===== src/rtl/map_frame_sched.sv =====
// Frame sequencer for the MAP decoder: LOAD, FWD (alpha), BWD (beta/LLR).
// Drives buffer/metric addresses, stage enables and source/sink handshakes.
//
// Ports:
//   clk, rst        clock; asynchronous active-low reset
//   start, abort    frame start (IDLE only); synchronous abort to IDLE
//   sym_valid/ready symbol source handshake; buf_we/buf_waddr buffer write
//   rd_addr         read address for FWD and BWD
//   alpha_en/init   alpha stage enable and initial-metric load
//   beta_en/init    beta stage enable and initial-metric load
//   llr_valid/ready LLR sink handshake
//   busy, done      frame in progress; end-of-frame pulse
module map_frame_sched #(
  parameter int FRAME_LEN = 16,
  parameter int ADDR_W    = 4
) (
  input  logic              clk,
  input  logic              rst,
  input  logic              start,
  input  logic              abort,
  input  logic              sym_valid,
  output logic              sym_ready,
  output logic              buf_we,
  output logic [ADDR_W-1:0] buf_waddr,
  output logic [ADDR_W-1:0] rd_addr,
  output logic              alpha_en,
  output logic              alpha_init,
  output logic              beta_en,
  output logic              beta_init,
  output logic              llr_valid,
  input  logic              llr_ready,
  output logic              busy,
  output logic              done
);

  localparam logic [ADDR_W-1:0] LAST =
    ADDR_W'(FRAME_LEN - 1);

  typedef enum logic [2:0] {
    S_IDLE,
    S_LOAD,
    S_FWD,
    S_BWD,
    S_DONE
  } state_t;

  state_t            state;
  state_t            state_nx;
  logic [ADDR_W-1:0] cnt;
  logic [ADDR_W-1:0] cnt_nx;

  always_ff @(posedge clk or negedge rst) begin
    if (!rst) begin
      state <= S_IDLE;
      cnt   <= '0;
    end else begin
      state <= state_nx;
      cnt   <= cnt_nx;
    end
  end

  always_comb begin
    state_nx   = state;
    cnt_nx     = cnt;
    sym_ready  = 1'b0;
    buf_we     = 1'b0;
    buf_waddr  = '0;
    rd_addr    = '0;
    alpha_en   = 1'b0;
    alpha_init = 1'b0;
    beta_en    = 1'b0;
    beta_init  = 1'b0;
    llr_valid  = 1'b0;
    done       = 1'b0;
    unique case (state)
      S_IDLE: begin
        if (start) begin
          state_nx = S_LOAD;
          cnt_nx   = '0;
        end
      end
      S_LOAD: begin
        sym_ready = 1'b1;
        buf_waddr = cnt;
        buf_we    = sym_valid;
        if (sym_valid) begin
          if (cnt == LAST) begin
            state_nx = S_FWD;
            cnt_nx   = '0;
          end else begin
            cnt_nx = cnt + 1'b1;
          end
        end
      end
      S_FWD: begin
        alpha_en   = 1'b1;
        rd_addr    = cnt;
        alpha_init = (cnt == '0);
        if (cnt == LAST) begin
          state_nx = S_BWD;
          cnt_nx   = LAST;
        end else begin
          cnt_nx = cnt + 1'b1;
        end
      end
      S_BWD: begin
        llr_valid = 1'b1;
        rd_addr   = cnt;
        beta_init = (cnt == LAST);
        beta_en   = llr_ready;
        if (llr_ready) begin
          if (cnt == '0) begin
            state_nx = S_DONE;
          end else begin
            cnt_nx = cnt - 1'b1;
          end
        end
      end
      S_DONE: begin
        done     = 1'b1;
        state_nx = S_IDLE;
        cnt_nx   = '0;
      end
      default: begin
        state_nx = S_IDLE;
        cnt_nx   = '0;
      end
    endcase
    // Abort wins over any transition; the
    // same-cycle handshakes above still stand.
    if (abort && state != S_IDLE) begin
      state_nx = S_IDLE;
      cnt_nx   = '0;
    end
    busy = (state != S_IDLE);
  end

endmodule


===== config.mk =====
export PLATFORM = sky130hd
export DESIGN_NAME = map_frame_sched
export DESIGN_NICKNAME = d
export VERILOG_FILES = /design/src/rtl/map_frame_sched.sv
export SDC_FILE = /design/constraint.sdc
export NUM_CORES = 1
export LEC_CHECK = 0
export ABC_AREA = 1
export BUFFER_PORTS_ARGS = -buffer_cell sky130_fd_sc_hd__buf_4
export CAP_MARGIN = 20
export CORE_MARGIN = 3
export CORE_UTILIZATION = 53
export CTS_CLUSTER_DIAMETER = 80
export CTS_CLUSTER_SIZE = 30
export DETAILED_ROUTE_END_ITERATION = 16
export MAX_ROUTING_LAYER = met4
export PLACE_DENSITY_LB_ADDON = 0.1
export SLEW_MARGIN = 20
export SYNTH_ARGS = -nofsm -noshare
export SYNTH_HDL_FRONTEND = slang
export SYNTH_SLANG_ARGS = --single-unit

===== constraint.sdc =====
create_clock -name clk -period 4 [get_ports clk]
set_input_delay 0.4 -clock clk [delete_from_list [all_inputs] [get_ports clk]]
set_output_delay 0.4 -clock clk [all_outputs]
set_load 0.01 [all_outputs]

Word-level counts from Yosys, hierarchy flattened
Index checks and enable logic that the tools add are counted.
{"block": "totals", "register_bits": 7, "out_inout_bits": 17}
{"block": "op_classes", "n_addsub": 2, "eq_ne": 12, "muxes": 26, "n_reduce_logical": 7}
{"operator": "4-bit two-way mux", "count": 9}
{"operator": "3-bit two-way mux", "count": 7}
{"operator": "3-bit inequality test, second input constant", "count": 7}
{"operator": "4-bit case mux with 4 select lines", "count": 1}
{"operator": "3-bit case mux with 4 select lines", "count": 1}
{"operator": "1-bit two-way mux", "count": 8}
{"operator": "3-bit by 2-bit == test with 1-bit output, second input constant", "count": 2}
{"operator": "6-bit AND reduction", "count": 1}
{"operator": "4-bit by 1-bit adder with 4-bit output, second input constant", "count": 1}
{"operator": "4-bit == test, second input constant", "count": 1}
{"operator": "4-bit zero test", "count": 1}
{"operator": "4-bit AND reduction", "count": 1}
{"operator": "4-bit by 1-bit subtractor with 4-bit output, second input constant", "count": 1}
{"operator": "3-bit by 1-bit == test with 1-bit output, second input constant", "count": 1}
{"operator": "3-bit == test, second input constant", "count": 1}
{"operator": "3-bit zero test", "count": 1}
{"operator": "3-bit nonzero test", "count": 1}
{"operator": "2-bit OR reduction", "count": 1}
{"operator": "1-bit logical AND", "count": 1}

Logic depth before layout (Yosys ltp)
Gate-level depths: netlist (run 1).
{"block": "depth", "depth_word": 5, "mapped_depth": 10, "depth_no_buf": 9}

Least setup slack after synthesis (run 1)
Ideal clock, no wire load.
{"block": "synth_path", "path_kind": "register to output", "startpoint": "register cnt[0]", "endpoint": "output port alpha_init", "arrival_ns": 0.991, "required_time_ns": 3.600, "slack_ns": 2.609, "path_stages_with_launch": 5, "path_buffers": 0, "cell_sequence": "dfrtp_1 inv_1 ha_1 nand3_2 nor2_1"}
{"block": "synth_via", "elab_chain_cells": 2}
{"item": "from (decl)", "line": "49", "text": "logic [ADDR_W-1:0] cnt;"}
{"item": "from (signal assigned)", "line": "58", "text": "cnt <= cnt_nx;"}
{"item": "4-bit zero test", "line": "98", "text": "alpha_init = (cnt == '0);"}
{"item": "1-bit two-way mux", "line": "75", "text": "unique case (state)"}
{"item": "to (decl)", "line": "27", "text": "output logic alpha_init,"}
Every way passes these cells.

Worst setup path after layout (run 1)
Same ends and word-level chain as after synthesis.

==> impl_results.md, run 1 <==
- Status: finished, final reports clean
- Hold buffers post-CTS: 1
- Critical path cell sequence: inv_1, ha_1, nand3_2, nor2_1, buf_4
- Vias/cell: 5.33
- Hold Path Class: in -> reg
- Largest delay share family, worst path: flip-flops
- N_diodes: 0
- Setup TNS: 0 ns
- Post-synth ARST share: 100%
- Global Route Usage Sum: 22.8%
- Slowest stage delay, CP: ~0.43 ns
- Final wirelength: 1970 um
- Post-Synthesis Cell Area: between 700 and 800 um2
- Share of the synthesized area in the top cell type: about a quarter
- Num CTS Buffers: 3
- DIE HEIGHT: approximately 43 um
- Fmax: ~0.53 GHz
- Clk Latency, worst-skew pair: around 0.26 ns
- Clock root buffer: clkbuf_4
- Syn Nets: about 130
- Seq/Total Area, Yosys: about a quarter
- Avg Inst Size Synth: just over 6 um2
- DRC: 0
- Startpoint Class: flop
- Most instantiated cells after synthesis: 33 x nand2_1, 20 x nor2_1, 14 x inv_1
- Relative slew slack: 80.4%
- Crit-path max FO: 7
- Number of synthesized flops with an enable pin: 0
- Final Hold Violating Endpoints: 0
- Post-CTS Setup Inserts: 0
- Arr. time, crit path: approximately 1.5 ns
- Buf+Inv Stages, Crit Path: 2
- Yosys top cell by area: dfrtp_1
- Count of final setup violators: 0
- Port Buffers: 22
- Largest net degree at the start of global routing: 10
- Synth warnings: 0
- RSZ-0062 raised after global routing: false
- DR vias: roughly 850
- Post-DP HPWL: roughly 1600 um
- Number of global-route vias before repair: roughly 750
- Routability cong.: about 0.89
- Clock tree sinks: 7
- Final worst-path cycle share: roughly 47%
- Max_cap viols: 0
- Global-route wire length before repair: 3190 um
- DRT Pass-1 Iters: 5
- Core area: around 0.0012 mm2
- Cells after Synth: 120
- Tmin final: around 1.9 ns
- #FFs+latches synth: 7
- Worst slew pin tran: between 0.2 and 0.3 ns
- Worst Setup Path Type: reg -> out
- CTS tree: done
- Post-cts repair resize count: 0
- Chip width: 43.4 um
- CP max stage cell: dfrtp_1
- Final net count: about 160
- Initial core utilization: approximately 62%
- Wire per inst: 12.4 um
- Initial antenna violation count: 0
- Layout fillers: slightly above 100
- Post-route ant nets: 0
- Clock Skew: around 0.0043 ns
- DR iter-0 viols: 27
- Die ar.: around 0.0019 mm2
- Share of layout cells above drive strength 1: between 30% and 40%
- Clock transition at the registers of the reported paths: 0.06 ns
- Static Leak: around 0.56 nW
- Crit. End Element: primary output
- Placement Rows: 12
- Pwr dens: between 600 and 700 mW/mm2
- Req. time, crit path: 3.60 ns
- Total power draw: roughly 0.00060 W
- Most numerous cell in the Yosys netlist: nand2_1
- Clock Path Buffers: 2
- Dominant synthesized flop cell: dfrtp_1
- Total grt overflow: 0
- Slew Limit Fails: 0
- Top-Level Pins: 23
- Area delta synth->final: 27.0%
- Peak VDD IR: roughly 0.00038 V
- Synth area leaders: dfrtp_1 24%, nand2_1 17%, nor2_1 10%, nand3_1 8.8%, nand2_2 8.4%
- Htree depth: 1
- Post-synth cell types: 22
-- cell usage in the layout (no fill, tap or decap) --
cell	n
a21boi_1	1
a21oi_1	1
a21oi_2	1
buf_4	22
clkbuf_1	1
clkbuf_4	3
dfrtp_1	7
dlygate4sd3_1	1
ha_1	3
inv_1	14
inv_2	2
nand2_1	33
nand2_2	10
nand2_4	2
nand3_1	13
nand3_2	1
nand3b_1	1
nand4_1	2
nor2_1	20
nor2_2	2
nor2_4	1
o211ai_1	1
o21ai_0	2
xor2_1	1
-- cells by family after synthesis --
family | share of synthesized area (%)
buffers and inverters | 10.6
DFF | 23.6
and+or+nand+nor | 54.3
adders and majority gates | 5.06
xor gates and xnor gates | 1.18
AOI/OAI and AO/OA | 5.23
-- worst paths after layout --
kind,start,end,slack [ns],depth (start not counted)
max reg2reg,cnt[0]$_DFFE_PN0P_,cnt[0]$_DFFE_PN0P_,2.43,9
max in group asynchronous,rst,cnt[1]$_DFFE_PN0P_,3.39,2
min reg2reg,cnt[1]$_DFFE_PN0P_,cnt[1]$_DFFE_PN0P_,0.58,2
min,abort,state[2]$_DFFE_PN0P_,0.46,4
min in group asynchronous,rst,state[0]$_DFFE_PN0P_,0.49,2
max,cnt[0]$_DFFE_PN0P_,alpha_init,2.12,5
-- per-layer routing --
metal	up-vias	wire length, um	GRT usage, %
met4	0	47	7.83
met5	-	0	-
met1	391	823	27.3
met2	27	995	36.3
met3	6	101	7.05
li1	424	-	-
-- layout make-up --
type,count,area [um2],share of cell area (%)
clock buffers,4,26.3,2.79
inverters,16,60.1,6.37
well taps,14,17.5,1.86
repair buffers,23,175,18.6
flip-flops and latches,7,175,18.6
multi-input cells,95,488,51.8
-- report_power, final --
part | switching (W) | internal, W
Sequential | 0.0000369 | 0.0000910
Combinational | 0.000255 | 0.000155
Clock | 0.0000288 | 0.0000383
-- worst reg2reg max path: stages (launching register included) --
cell	delay, ns
dfrtp_1	0.43
inv_1	0.20
ha_1	0.21
nand3_2	0.11
nand2_1	0.09
nand3_1	0.11
nand2_2	0.15
inv_1	0.05
nand3_1	0.06
nand2_1	0.06
-- state kept, by name, indices dropped and copies added (netlist names) --
register and cells:
state 3, cnt 4
-- through the flow --
stage / hold slack [ns] / setup WS, ns / util (%) / instance area [um2] / std cells
6_report: 0.460 / 2.12 / 78.4 / 942 / 159
5_1_grt: 0.478 / 2.03 / 78.4 / 942 / 159
4_1_cts: 0.454 / 2.13 / 78.4 / 942 / 159
3_5_place_dp: 0.219 / 2.44 / 75.4 / 906 / 154
3_3_place_gp: 0.214 / 2.45 / 75.4 / 906 / 154
2_1_floorplan: 0.104 / 2.61 / - / 742 / 120
No activity file was read; power rests on OpenSTA's default activity.
==> inputs of run 2 (changes only) <==
Settings changed: ABC_AREA 1 to 0, CORE_UTILIZATION 53 to 49.
Clock period 4 ns to 1.9 ns, I/O delays scaled along.
==> run 2 against run 1 <==
Compared with the run above: largest cell class unchanged; critical path depth grew 1; power grew to 2.7 times the previous value; combinational power grew to 2.9 times the previous value; sequential share of layout area shrank 1.7 points; clock-buffer cell count is the same; largest power group unchanged; die area grew 8.1%; global-route usage grew 1.2 points; first-iteration DRC count is the same; via count shrank 2.5%; hold slack lost 0.31 ns.
==> impl_results.md, run 2 <==
- Worst slew pin tran: 0.370 ns (was 0.294 ns)
- Synth warnings: 0 (unchanged)
- Setup TNS: 0 ns (unchanged)
- CTS tree: done (unchanged)
- Max_cap viols: 0 (unchanged)
- Avg Inst Size Synth: 7.43 um2 (was 6.18 um2)
- Port Buffers: 22 (unchanged)
- CP max stage cell: dfrtp_1 (unchanged)
- Commonest non-fill, non-tap cell in the layout: buf_4 (was nand2_1)
- Static Leak: 0.498 nW (was 0.556 nW)
- Largest delay share family, worst path: compound AO/OA/AOI/OAI gates (was flip-flops)
- Post-synth ARST share: 100% (unchanged)
- Largest net degree at the start of global routing: 13 (was 10)
- GR met1 Demand/Resource: 33.1% (was 27.3%)
- N_diodes: 0 (unchanged)
- Number of synthesized flops with an enable pin: 0 (unchanged)
- Placement Rows: 13 (was 12)
- DR vias: 827 (was 848)
- Initial antenna violation count: 0 (unchanged)
- Routability cong.: 0.840 (was 0.890)
- DRC: 0 (unchanged)
- Initial core utilization: 54.9% (was 61.8%)
- Largest regs: cnt: 4 flops, state: 3 flops (unchanged)
- Post-DP Area: 990 um2 (was 906 um2)
- Clock root buffer: clkbuf_4 (unchanged)
- Worst Setup Path Type: reg -> reg (was reg -> out)
- Final Cell Area: 0.00104 mm2 (was 942 um2)
- Clock tree sinks: 7 (unchanged)
- Post-route ant nets: 0 (unchanged)
- Crit-path max FO: 4 (was 7)
- Hold path cells: 2 (was 4)
- DIE HEIGHT: 45.1 um (was 43.4 um)
- Core area: 0.00137 mm2 (was 0.00120 mm2)
- Vias/cell: 5.70 (was 5.33)
- Global Route Usage Sum: 24.0% (was 22.8%)
- Num CTS Buffers: 3 (unchanged)
- Largest Register: cnt (unchanged)
- Count of final setup violators: 0 (unchanged)
- RSZ-0062 raised after global routing: true (was false)
- Post-synth cell types: 40 (was 22)
- Arr. time, crit path: 2.01 ns (was 1.48 ns)
- Dominant synthesized flop cell: dfrtp_1 (unchanged)
- Peak VDD IR: 0.000945 V (was 0.000376 V)
- Chip width: 45.1 um (was 43.4 um)
- Final wirelength: 2050 um (was 1970 um)
- Cells after Synth: 101 (was 120)
- Layout fillers: 116 (was 102)
- Buf+Inv Stages, Crit Path: 1 (was 2)
- Slowest stage delay, CP: 0.39 ns (was 0.43 ns)
- Clock Skew: 0.00747 ns (was 0.00431 ns)
- Most numerous cell in the Yosys netlist: nor2_1 (was nand2_1)
- Critical path cell sequence: inv_2, ha_2, or3b_4, o2bb2ai_2, a211oi_4, mux2_4 (was inv_1, ha_1, nand3_2, nor2_1, buf_4)
- Clock Path Buffers: 2 (unchanged)
- Number of flip-flops in the largest register: 4 (unchanged)
- Final Hold Violating Endpoints: 0 (unchanged)
- Area delta synth->final: 38.0% (was 27.0%)
- Cell depth of the worst setup path: 6 (was 5)
- Wire per inst: 14.1 um (was 12.4 um)
- Highest-count cells in the layout ignoring fill and taps: 34 x buf_4, 9 x nor2_1, 7 x and3_1, 7 x nand2_1, 7 x dfrtp_1 (was 33 x nand2_1, 22 x buf_4, 20 x nor2_1)
- Global-route wire length before repair: 3480 um (was 3190 um)
- Synth area leaders: dfrtp_1 23%, and3_1 5.8%, ha_1 5.0%, nor2_1 4.5%, o21ai_0 4.0% (was dfrtp_1 24%, nand2_1 17%, nor2_1 10%, nand3_1 8.8%, nand2_2 8.4%)
- Die ar.: 0.00204 mm2 (was 0.00188 mm2)
- Startpoint Class: flop (unchanged)
- Post-DP HPWL: 1530 um (was 1570 um)
- Post-Place Cells: 140 (was 154)
- Htree depth: 1 (unchanged)
- Seq/Total Area, Yosys: 23.3% (was 23.6%)
- Syn Nets: 110 (was 129)
- Tmin final: between 1.5 and 2 ns
- DR iter-0 viols: 27 (unchanged)
- Final net count: 140 (was 155)
- Req. time, crit path: 2.04 ns (was 3.60 ns)
- Total grt overflow: 0 (unchanged)
- Slew Limit Fails: 0 (unchanged)
- Non-Filler Instances: 145 (was 159)
- Global routing's busiest layer: met2 (unchanged)
- Post-Synthesis Cell Area: 751 um2 (was 742 um2)
- #FFs+latches synth: 7 (unchanged)
- Post-CTS Setup Inserts: 0 (unchanged)
- Relative slew slack: 75.1% (was 80.4%)
- Share of layout cells above drive strength 1: 36.2% (was 30.3%)
- Number of global-route vias before repair: 760 (was 747)
- Top-Level Pins: 23 (unchanged)
- Yosys top cell by area: dfrtp_1 (unchanged)
- Status: finished, final reports clean (unchanged)
- Met2 usage: 35.3% (was 36.3%)
- Reg2reg path depth: 6 (was 9)
- Clock transition at the registers of the reported paths: 0.06 ns (about the same)
- Pwr dens: 1550 mW/mm2 (was 642 mW/mm2)
- Storage cell area: 175 um2 (unchanged)
- Final worst-path cycle share: between 90% and 100%
- Clk Latency, worst-skew pair: 0.26 ns (about the same)
- DRT Pass-1 Iters: 4 (was 5)
- Share of the synthesized area in the top cell type: 23.3% (was 23.6%)
- Hold Path Class: in -> reg (unchanged)
- M3 GR Usage: 7.17% (was 7.05%)
- Most instantiated cells after synthesis: 9 x nor2_1, 7 x and3_1, 7 x dfrtp_1, 7 x nand2_1, 6 x o21ai_0 (was 33 x nand2_1, 20 x nor2_1, 14 x inv_1)
- Crit. End Element: flop (was primary output)
- Fmax: 0.536 GHz
- Footprint of the multi-input gates: 536 um2 (was 488 um2)
[run 2: cells by family after synthesis]
| group | after synthesis | synth area share [%] |
|---|---|---|
| buffers and inverters | 14 | 9.33 |
| and+or+nand+nor | 51 | 37.8 |
| adders and majority gates | 3 | 5.00 |
| AOI/OAI and AO/OA | 21 | 18.0 |
| DFF | 7 | 23.3 |
| muxes | 2 | 3.00 |
| xor gates and xnor gates | 3 | 3.50 |
[run 2: worst paths after layout]
kind / from / end / slack (ns)
max: cnt[0]$_DFFE_PN0P_ / state[0]$_DFFE_PN0P_ / 0.04
min: abort / state[2]$_DFFE_PN0P_ / 0.15
max reg2reg: cnt[0]$_DFFE_PN0P_ / state[0]$_DFFE_PN0P_ / 0.04
min reg2reg: cnt[2]$_DFFE_PN0P_ / cnt[2]$_DFFE_PN0P_ / 0.64
max in group asynchronous: rst / cnt[3]$_DFFE_PN0P_ / 1.46
min in group asynchronous: rst / state[2]$_DFFE_PN0P_ / 0.30
[run 2: layout make-up]
type	instances	area share, %
sequential	7	16.9
timing repair buffer	35	25.6
inverter	4	1.45
clock buffer	4	2.54
tap	15	1.81
multi-input combinational	80	51.7
[run 2: worst register-to-register path: stages (launching register included)]
cell and delay [ns]:
dfrtp_1 0.39, inv_2 0.06, ha_2 0.16, or3b_4 0.39, o2bb2ai_2 0.14, a211oi_4 0.27
mux2_4 0.32
[run 2: stage by stage]
step	util, %	total power [W]	setup slack, ns	hold slack (ns)
2_1_floorplan	-	0.00104	0.0359	-0.106
3_3_place_gp	72.4	0.00140	0.0784	0.00903
3_5_place_dp	72.4	0.00142	0.0248	0.0108
4_1_cts	75.1	0.00157	0.00477	0.146
5_1_grt	75.8	0.00176	-0.0508	0.159
6_report	75.8	0.00161	0.0354	0.150
[run 2: where the power goes]
part	switching [W]	internal (W)
logic	0.000574	0.000596
registers	0.0000909	0.000205
clock network	0.0000623	0.0000806
[run 2: what timing repair did]
action,CTS,global route
endpoints found under the hold margin,7,0
hold buffers,1,0
setup endpoints to repair,0,6
resized for setup,0,2
[run 2: per-layer routing]
layer	part of all wire (%)	up-vias
li1	-	421
met1	48	377
met2	45	29
met3	6.6	0
met4	0	0
met5	0	-
==> inputs of run 3 (changes only) <==
Settings changed: CORE_UTILIZATION 49 to 40.
==> run 3 against run 2 <==
Compared with the run above: non-clock buffer count unchanged; sequential power down 1%; largest power group unchanged; clock skew down 0.0034 ns; combinational power about the same; largest cell class unchanged; via count up 1.2%; sequential share of layout area down 0.24 points; cell count up 6.9%; maximum frequency up 1.7%; hold slack better by 0.0016 ns; critical path type unchanged; first-iteration DRC count down 56%; global-route usage down 4.4 points.
==> impl_results.md, run 3 (same netlist as run 2, synthesis figures left out) <==
- Global Route Usage Sum: 19.6% (was 24.0%)
- Total grt overflow: 0 (unchanged)
- Setup TNS: 0 ns (unchanged)
- Final Cell Area: 0.00105 mm2 (was 0.00104 mm2)
- Critical path cell sequence: inv_2, ha_2, or3b_4, o2bb2ai_2, a211oi_4, mux2_4 (unchanged)
- Peak VDD IR: 0.000957 V (was 0.000945 V)
- Tmin final: 1.83 ns (was 1.86 ns)
- Post-DP HPWL: 1610 um (was 1530 um)
- Req. time, crit path: 2.04 ns (about the same)
- Startpoint Class: flop (unchanged)
- Static Leak: 0.496 nW (was 0.498 nW)
- Non-Filler Instances: 155 (was 145)
- DIE HEIGHT: 49.3 um (was 45.1 um)
- Number of global-route vias before repair: 777 (was 760)
- Clock Skew: 0.00411 ns (was 0.00747 ns)
- Die ar.: 0.00243 mm2 (was 0.00204 mm2)
- Slew Limit Fails: 0 (unchanged)
- Final worst-path cycle share: 96.5% (was 98.1%)
- Clock root buffer: clkbuf_4 (unchanged)
- Post-DP Area: 0.00100 mm2 (was 990 um2)
- Initial antenna violation count: 0 (unchanged)
- Placement Rows: 15 (was 13)
- Worst Setup Path Type: reg -> reg (unchanged)
- DRT Pass-1 Iters: 4 (unchanged)
- Clk Latency, worst-skew pair: 0.26 ns (about the same)
- Post-Place Cells: 150 (was 140)
- Top-Level Pins: 23 (unchanged)
- N_diodes: 0 (unchanged)
- Initial core utilization: 43.0% (was 54.9%)
- Status: finished, final reports clean (unchanged)
- Commonest non-fill, non-tap cell in the layout: buf_4 (unchanged)
- Crit-path max FO: 4 (unchanged)
- Global-route wire length before repair: 3660 um (was 3480 um)
- Num CTS Buffers: 3 (unchanged)
- Reg2reg path depth: 6 (unchanged)
- Slowest stage delay, CP: 0.39 ns (about the same)
- Count of final setup violators: 0 (unchanged)
- Clock Path Buffers: 2 (unchanged)
- Port Buffers: 22 (unchanged)
- CTS tree: done (unchanged)
- Area delta synth->final: 40.0% (was 38.0%)
- DR vias: 837 (was 827)
- Vias/cell: 5.40 (was 5.70)
- Worst Hold Margin: 0.152 ns (was 0.150 ns)
- Final net count: 140 (unchanged)
- Post-CTS Setup Inserts: 0 (unchanged)
- Pwr dens: 1530 mW/mm2 (was 1550 mW/mm2)
- Worst slew pin tran: 0.383 ns (was 0.370 ns)
- Clock tree sinks: 7 (unchanged)
- DR iter-0 viols: 12 (was 27)
- Relative slew slack: 74.4% (was 75.1%)
- CP max stage cell: or3b_4 (was dfrtp_1)
- Largest Register: cnt (unchanged)
- Final wirelength: 2080 um (was 2050 um)
- Post-route ant nets: 0 (unchanged)
- Chip width: 49.3 um (was 45.1 um)
- Core area: 0.00175 mm2 (was 0.00137 mm2)
- Arr. time, crit path: 1.97 ns (was 2.01 ns)
- Highest-count cells in the layout ignoring fill and taps: 34 x buf_4, 9 x nor2_1, 7 x and3_1, 7 x nand2_1, 7 x dfrtp_1 (unchanged)
- DRC: 0 (unchanged)
- RSZ-0062 raised after global routing: true (unchanged)
- Total power draw: 0.00160 W (was 0.00161 W)
- Htree depth: 1 (unchanged)
- Final Hold Violating Endpoints: 0 (unchanged)
- Max_cap viols: 0 (unchanged)
- Fmax: 0.546 GHz (was 0.536 GHz)
- Routability cong.: 0.843 (was 0.840)
- Largest regs: cnt: 4 flops, state: 3 flops (unchanged)
- Largest net degree at the start of global routing: 13 (unchanged)
- Number of flip-flops in the largest register: 4 (unchanged)
- Wire per inst: 13.4 um (was 14.1 um)
- Hold Path Class: in -> reg (unchanged)
- Clock transition at the registers of the reported paths: 0.06 ns (about the same)
- Hold path cells: 2 (unchanged)
- Crit. End Element: flop (unchanged)
- Share of layout cells above drive strength 1: 36.9% (was 36.2%)
run 3: cell counts in the layout (fill, tap and decap cells not counted):
Identical to the previous run, type by type.
run 3: final timing paths:
path | startpoint | end | slack, ns
worst max-delay path | cnt[1]$_DFFE_PN0P_ | state[0]$_DFFE_PN0P_ | 0.07
worst max register to register | cnt[1]$_DFFE_PN0P_ | state[0]$_DFFE_PN0P_ | 0.07
worst min register to register | cnt[2]$_DFFE_PN0P_ | cnt[2]$_DFFE_PN0P_ | 0.65
worst min-delay path | abort | state[2]$_DFFE_PN0P_ | 0.15
max in group asynchronous | rst | cnt[3]$_DFFE_PN0P_ | 1.49
min in group asynchronous | rst | state[2]$_DFFE_PN0P_ | 0.29
run 3: area by class of cell:
type	count	area (um2)
fill	178	694
multi-input combinational	80	538
timing repair buffer	35	265
sequential	7	175
tap	25	31.3
clock buffer	4	26.3
inverter	4	15.0
run 3: worst max-delay path, delay by kind of cell, from the launching register on:
| family | cells | cell delay, ns |
|---|---|---|
| AO/OA/AOI/OAI | 2 | 0.40 |
| flip-flops | 1 | 0.38 |
| AND/OR/NAND/NOR | 1 | 0.39 |
| adder cells (fa/ha/maj) | 1 | 0.16 |
| multiplexers | 1 | 0.32 |
| buffers and inverters | 1 | 0.06 |
run 3: repair_timing:
item / 4_1_cts / 5_1_grt
setup endpoints to repair: 0 / 4
endpoints found under the hold margin: 7 / 0
gates resized for setup: 0 / 3
hold buffers: 1 / 0
run 3: layer usage:
| metal | vias to the layer above | global-route usage [%] | routed length (um) |
|---|---|---|---|
| li1 | 419 | - | - |
| met1 | 391 | 27.4 | 1060 |
| met2 | 27 | 27.9 | 885 |
| met3 | 0 | 6.12 | 131 |
| met4 | 0 | 2.84 | 0 |
| met5 | - | - | 0 |
run 3: power by group:
part	internal, W	switching (W)	leakage, nW
sequential	0.000205	0.0000877	0.0924
clock	0.0000806	0.0000620	0.0150
combinational	0.000595	0.000574	0.388
total	0.000880	0.000723	0.496
run 3: stage by stage:
| step | setup WS, ns | util, % |
|---|---|---|
| after floorplan | 0.0359 | - |
| after global placement | 0.0723 | 57.4 |
| after detailed placement | 0.0446 | 57.4 |
| after CTS | 0.0254 | 59.5 |
| after global routing | -0.0156 | 60.2 |
| final | 0.0671 | 60.2 |
